--- src/rtl/id_gen_multi.sv ---
// ============================================================================
//  Module      : id_gen_multi
//  Description : AXI ID remapper table. It maps wide incoming IDs onto a pool
//                of 2^ID_WIDTH_OUT outgoing IDs and keeps a count of
//                outstanding transactions for each slot.
//  Revision    : 1.0 - initial release
// ============================================================================
`default_nettype none

module id_gen_multi #(
    parameter int ID_WIDTH_IN  = 8,
    parameter int ID_WIDTH_OUT = 2,
    parameter int CNT_WIDTH    = 3
) (
    input  logic                    clk,
    input  logic                    rst_n,
    input  logic                    incr_i,
    input  logic [ID_WIDTH_IN-1:0]  ID_i,
    output logic                    full_o,
    output logic [ID_WIDTH_OUT-1:0] ID_o,
    input  logic                    release_ID_i,
    input  logic [ID_WIDTH_OUT-1:0] BID_i,
    output logic [ID_WIDTH_IN-1:0]  BID_o,
    output logic                    empty_o
);

    localparam int                   c_N_ENTRY = 1 << ID_WIDTH_OUT;
    localparam logic [CNT_WIDTH-1:0] c_CNT_MAX = {CNT_WIDTH{1'b1}};

    logic [c_N_ENTRY-1:0]    w_valid;
    logic [ID_WIDTH_IN-1:0]  w_id_tab [c_N_ENTRY];
    logic [CNT_WIDTH-1:0]    w_cnt    [c_N_ENTRY];

    logic                    w_hit;
    logic [ID_WIDTH_OUT-1:0] w_hit_idx;
    logic                    w_free_found;
    logic [ID_WIDTH_OUT-1:0] w_free_idx;
    logic                    w_accept;

    // A given incoming ID lives in at most one valid slot, so the hit is unique.
    always_comb begin
        w_hit        = 1'b0;
        w_hit_idx    = '0;
        w_free_found = 1'b0;
        w_free_idx   = '0;
        for (int k = 0; k < c_N_ENTRY; k++) begin
            if (w_valid[k] && (w_id_tab[k] == ID_i)) begin
                w_hit     = 1'b1;
                w_hit_idx = ID_WIDTH_OUT'(k);
            end
        end
        for (int k = c_N_ENTRY - 1; k >= 0; k--) begin
            if (!w_valid[k]) begin
                w_free_found = 1'b1;
                w_free_idx   = ID_WIDTH_OUT'(k);
            end
        end
    end

    assign full_o   = w_hit ? (w_cnt[w_hit_idx] == c_CNT_MAX) : !w_free_found;
    assign ID_o     = w_hit ? w_hit_idx : w_free_idx;
    assign w_accept = incr_i & ~full_o;
    assign BID_o    = w_id_tab[BID_i];
    assign empty_o  = ~|w_valid;

    generate
        for (genvar k = 0; k < c_N_ENTRY; k++) begin : g_slot
            logic                   r_valid;
            logic [ID_WIDTH_IN-1:0] r_id_tab;
            logic [CNT_WIDTH-1:0]   r_cnt;
            logic                   w_acc_here;
            logic                   w_rel_here;

            assign w_acc_here  = w_accept && (ID_o == ID_WIDTH_OUT'(k));
            assign w_rel_here  = release_ID_i && (BID_i == ID_WIDTH_OUT'(k)) && r_valid;
            assign w_valid[k]  = r_valid;
            assign w_id_tab[k] = r_id_tab;
            assign w_cnt[k]    = r_cnt;

            // Accept plus release on the same slot cancels; only a hit can
            // coincide with a release, since a release needs a valid slot.
            always_ff @(posedge clk or negedge rst_n) begin
                if (!rst_n) begin
                    r_valid  <= 1'b0;
                    r_id_tab <= '0;
                    r_cnt    <= '0;
                end else if (w_acc_here && !w_rel_here) begin
                    if (w_hit) begin
                        r_cnt <= r_cnt + 1'b1;
                    end else begin
                        r_valid  <= 1'b1;
                        r_id_tab <= ID_i;
                        r_cnt    <= CNT_WIDTH'(1);
                    end
                end else if (w_rel_here && !w_acc_here) begin
                    r_cnt   <= r_cnt - 1'b1;
                    r_valid <= (r_cnt != CNT_WIDTH'(1));
                end
            end
        end
    endgenerate

endmodule

`default_nettype wire

--- config.mk ---
export PLATFORM = sky130hd
export DESIGN_NAME = id_gen_multi
export DESIGN_NICKNAME = d
export VERILOG_FILES = /design/src/rtl/id_gen_multi.sv
export SDC_FILE = /design/constraint.sdc
export NUM_CORES = 1
export LEC_CHECK = 0
export CAP_MARGIN = 0
export CELL_PAD_IN_SITES_DETAIL_PLACEMENT = 1
export CELL_PAD_IN_SITES_GLOBAL_PLACEMENT = 1
export CORE_MARGIN = 1
export CORE_UTILIZATION = 25
export DETAILED_ROUTE_END_ITERATION = 10
export HOLD_SLACK_MARGIN = 0.03
export PLACE_DENSITY = 0.56
export SLEW_MARGIN = 10
export SYNTH_ARGS = -nofsm -noshare
export SYNTH_HDL_FRONTEND = slang
export SYNTH_SLANG_ARGS = --single-unit
--- constraint.sdc ---
create_clock -name clk -period 6.85 [get_ports clk]
set_input_delay 2.055 -clock clk [delete_from_list [all_inputs] [get_ports clk]]
set_output_delay 2.055 -clock clk [all_outputs]
set_load 0.1 [all_outputs]
==> flow_results.org <==
** Outcome
- The run finished with clean final reports.

** Placement
- Routability-driven placement finished with a final weighted congestion of approximately 0.73.
- Detailed placement HPWL :: 6190 um
- Post-detailed-placement cell area :: 0.00377 mm2
- Placed cells :: 492
- OpenSTA, run right after detailed placement, puts the worst setup slack at 0.498 ns.
- During placement, the flow inserted port buffers numbering 25.

** Timing
- Derived from the worst setup path, the maximum achievable clock frequency is 158 MHz.
- The worst path meets setup with 0.536 ns of slack.
- Max Slew Vio Count :: 0
- Final critical-path share of the clock period :: 0.922
- At the pin with the least slew margin, the transition time is 0.959 ns.
- Unrepaired setup endpoints after global routing :: no
- Max-Slew Margin vs Limit :: 0.359
- The clock period could shrink to 6.31 ns.
- Final hold viol count :: 0
- On the final layout, the worst clock skew is 0.00797 ns.
- Summed over all failing endpoints, the final setup total negative slack is 0 ns.
- Total setup violations reported at the end of the flow :: 0
- On the final layout, the worst hold slack is 0.530 ns.

** Job
- Across the run, the number of max-cap violations was 0.

** Synthesis
- Top area cells in the synthesized netlist :: dfrtp_1 (35%), ha_1 (7.3%), xnor2_1 (7.2%)
- Per-instance average area after synthesis :: ~11 um2
- The share of synthesized area in the top cell type comes to 0.352.
- The netlist uses 49 different library cells.
- For this run, the register share of the synthesized area comes to 0.352.
- Synthesis produced a netlist with a net count of 339.
- Synthesized cell area :: roughly 0.0034 mm2
- During synthesis, Yosys emitted a total of 0 warnings.
- After technology mapping, the gate count stands at 305.
- Total of flip-flops plus latches after synthesis :: 48
- dfrtp_1 takes more of the synthesized area than any other cell.

** Pwr
- Power density normalized to cell area :: 477 mW/mm2
- Clock share of power :: 0.170
- The share of total power dissipated in sequential elements is 0.292.
- Overall power consumption after layout is estimated at 1.89 mW.
- Internal Pwr Total :: 1.02 mW
- Of the total power, combinational logic draws 0.538.
- Fraction of power spent switching nets :: 0.459
- P_sw :: just under 0.9 mW
- The worst-case IR drop observed on VDD is 0.318 mV.
- Static leakage power :: 1.61 nW

** GRT
- Overall Global Routing Usage :: 0.128
- The first global-routing pass estimated 14000 um of wire.
- The number of global-route vias before repair came to 2512.
- Congestion Overflow GR :: 0
- Initial antenna violation count :: 0
- Largest net degree at the start of global routing :: slightly below 50

** Die
- The die is 119 um tall.
- The floorplan has 42 rows.
- Width of the die :: 119 um
- Starting Density :: 0.257
- In this run the count of I/O pins placed on the die edge is 26.
- Core outline area :: 0.0133 mm2
- Total Die Area :: 0.0141 mm2

** Clock tree
- In this run, CTS created clock tree buffers numbering 5.
- Clock tree synthesis found a total of 48 sinks.
- Hold-fix buffer count after cts :: 0
- Clock latency on the worst-skew pair, taken at its later pin, is 0.29 ns.
- The clock passes through at most 2 buffers.
- TritonCTS clock tree :: done
- The H-tree generated during clock tree synthesis spans 2 levels.
- The tree is rooted in a clkbuf_16.
- Number of cells upsized or downsized after cts :: 0
- After clock tree synthesis, the clock-pin slew on the worst setup and hold paths is around 0.060 ns.
- The number of setup buffers added after CTS is 0.

** Drt
- Using the TritonRoute via totals, the vias-per-cell ratio works out to 4.73.
- Detailed routing inserted a total of 2358 vias.
- Sum of routed wire length over all layers :: 8400 um
- Number of detailed-routing iterations run before antenna repair :: 4
- In the final routed layout, each cell accounts on average for between 15 and 20 um.
- In the routed design, unresolved DRC markers number 0.
- After the first detailed-routing iteration, the DRC count stood at 81.
- The count of nets left with antenna violations once routing finished came out at 0.

** Critical path
- Capturing element type of the critical path :: output port
- Maximum fanout along the worst path :: 8
- Startpoint class of the critical path :: input pin
- By startpoint and endpoint, the worst setup path is classified as input pin to output port.
- WP data arrival :: 4.26 ns
- Required time of the worst setup path :: 4.80 ns

** Finish
- The area growth from synthesis to layout is 15.9%.
- Most common cell after layout, fill and taps aside :: dfrtp_1
- Of the cells placed in the final design, the portion with a size suffix greater than 1 is 0.207.
- With fillers left out, the area of the finished cells amounts to between 0.003 and 0.004 mm2.
- Post-layout utilization of the core :: 0.297
- Net count reported at finish :: 357
- Top library cells by usage in the layout, fill and taps aside :: dfrtp_1 (48), xnor2_1 (28), inv_1 (21)
- Across the whole layout, storage elements account for 0.00120 mm2.
- After filler insertion, the fill cell instance count of the layout stands at between 1000 and 1500.
- Area occupied by multi-input gates :: 0.00199 mm2
- Cell Count, Final, Fillers Out :: 499
- Antenna Diode Count :: 0

** Min path
- Type of the tightest min-delay check :: flip-flop to flip-flop
==> Yosys cell counts (all sizes together) <==
master	count
a22o	1
o311ai	1
a21oi	17
dfrtp	48
or2	1
mux4	8
a211o	5
nand3	14
nor3b	4
nand4	6
o21ai	5
nor2b	2
nand4b	2
or3	2
o21bai	1
a2bb2oi	4
a31oi	4
a22oi	2
and3b	1
nand3b	4
nor4	3
inv	21
and4b	1
nor4bb	2
nand2b	1
a311oi	3
nor2	10
xnor2	32
nor3	5
a211oi	1
mux2	34
and4	1
and3	3
nand2	17
clkbuf	4
a32oi	2
ha	20
buf	13
==> layer usage <==
metal	routed length (um)	up-vias	track usage
met1	4080	1197	0.172
met2	4020	28	0.212
li1	-	1127	-
met4	74	0	0.0301
met3	221	6	0.0256
met5	0	-	0
==> path summary, 6_finish.rpt <==
path	endpoint	slack (ns)	startpoint	depth (start not counted)
worst min register to register	g_slot[2].r_id_tab[3]$_DFFE_PN0P_	0.53	g_slot[2].r_id_tab[3]$_DFFE_PN0P_	1
worst max-delay path	full_o	0.54	ID_i[2]	8
min in group asynchronous	g_slot[1].r_cnt[1]$_DFFE_PN0P_	1.88	rst_n	2
max in group asynchronous	g_slot[0].r_id_tab[2]$_DFFE_PN0P_	4.52	rst_n	2
worst max register to register	g_slot[3].r_id_tab[7]$_DFFE_PN0P_	3.65	g_slot[1].r_id_tab[2]$_DFFE_PN0P_	9
worst min-delay path	g_slot[2].r_id_tab[3]$_DFFE_PN0P_	0.53	g_slot[2].r_id_tab[3]$_DFFE_PN0P_	1
==> area by class of cell <==
cell class / instances / area share
well taps: 176 / 0.0557
inverters: 21 / 0.0199
repair buffers: 28 / 0.0703
clock buffers: 5 / 0.0316
multi-input cells: 219 / 0.503
flip-flops and latches: 48 / 0.304
clock inverters: 2 / 0.0152
==> flip-flops by register name, summed over array words and instances, names as in the netlist <==
name,cells
g_slot.r_id_tab,32
g_slot.r_cnt,12
g_slot.r_valid,4
==> kinds of logic after synthesis <==
group	Yosys count	synth area share
AO/OA/AOI/OAI	46	0.0961
AND/OR/NAND/NOR	79	0.156
multiplexers	42	0.167
buffers and inverters	38	0.0642
flip-flops	48	0.352
XOR/XNOR	32	0.0910
adder cells (fa/ha/maj)	20	0.0734
==> worst max-delay path, cell delays in order <==
cell and delay, ns:
clkdlybuf4s50_1 0.60, xnor2_1 0.34, nand4_1 0.18, nor3_4 0.25
mux2_4 0.35, a31oi_1 0.14, nand2_1 0.14, buf_12 0.19
==> power by group through the flow <==
| stage | Combinational, mW | Clock (mW) | Sequential, mW |
|---|---|---|---|
| 6_report | 1.01 | 0.320 | 0.550 |
| 5_1_grt | 1.10 | 0.341 | 0.574 |
| 4_1_cts | 1.03 | 0.331 | 0.552 |
| 3_5_place_dp | 1.03 | 0 | 0.557 |
| 3_3_place_gp | 1.01 | 0 | 0.551 |
| 2_1_floorplan | 0.803 | 0 | 0.516 |
Power figures use the tool's default switching activity.
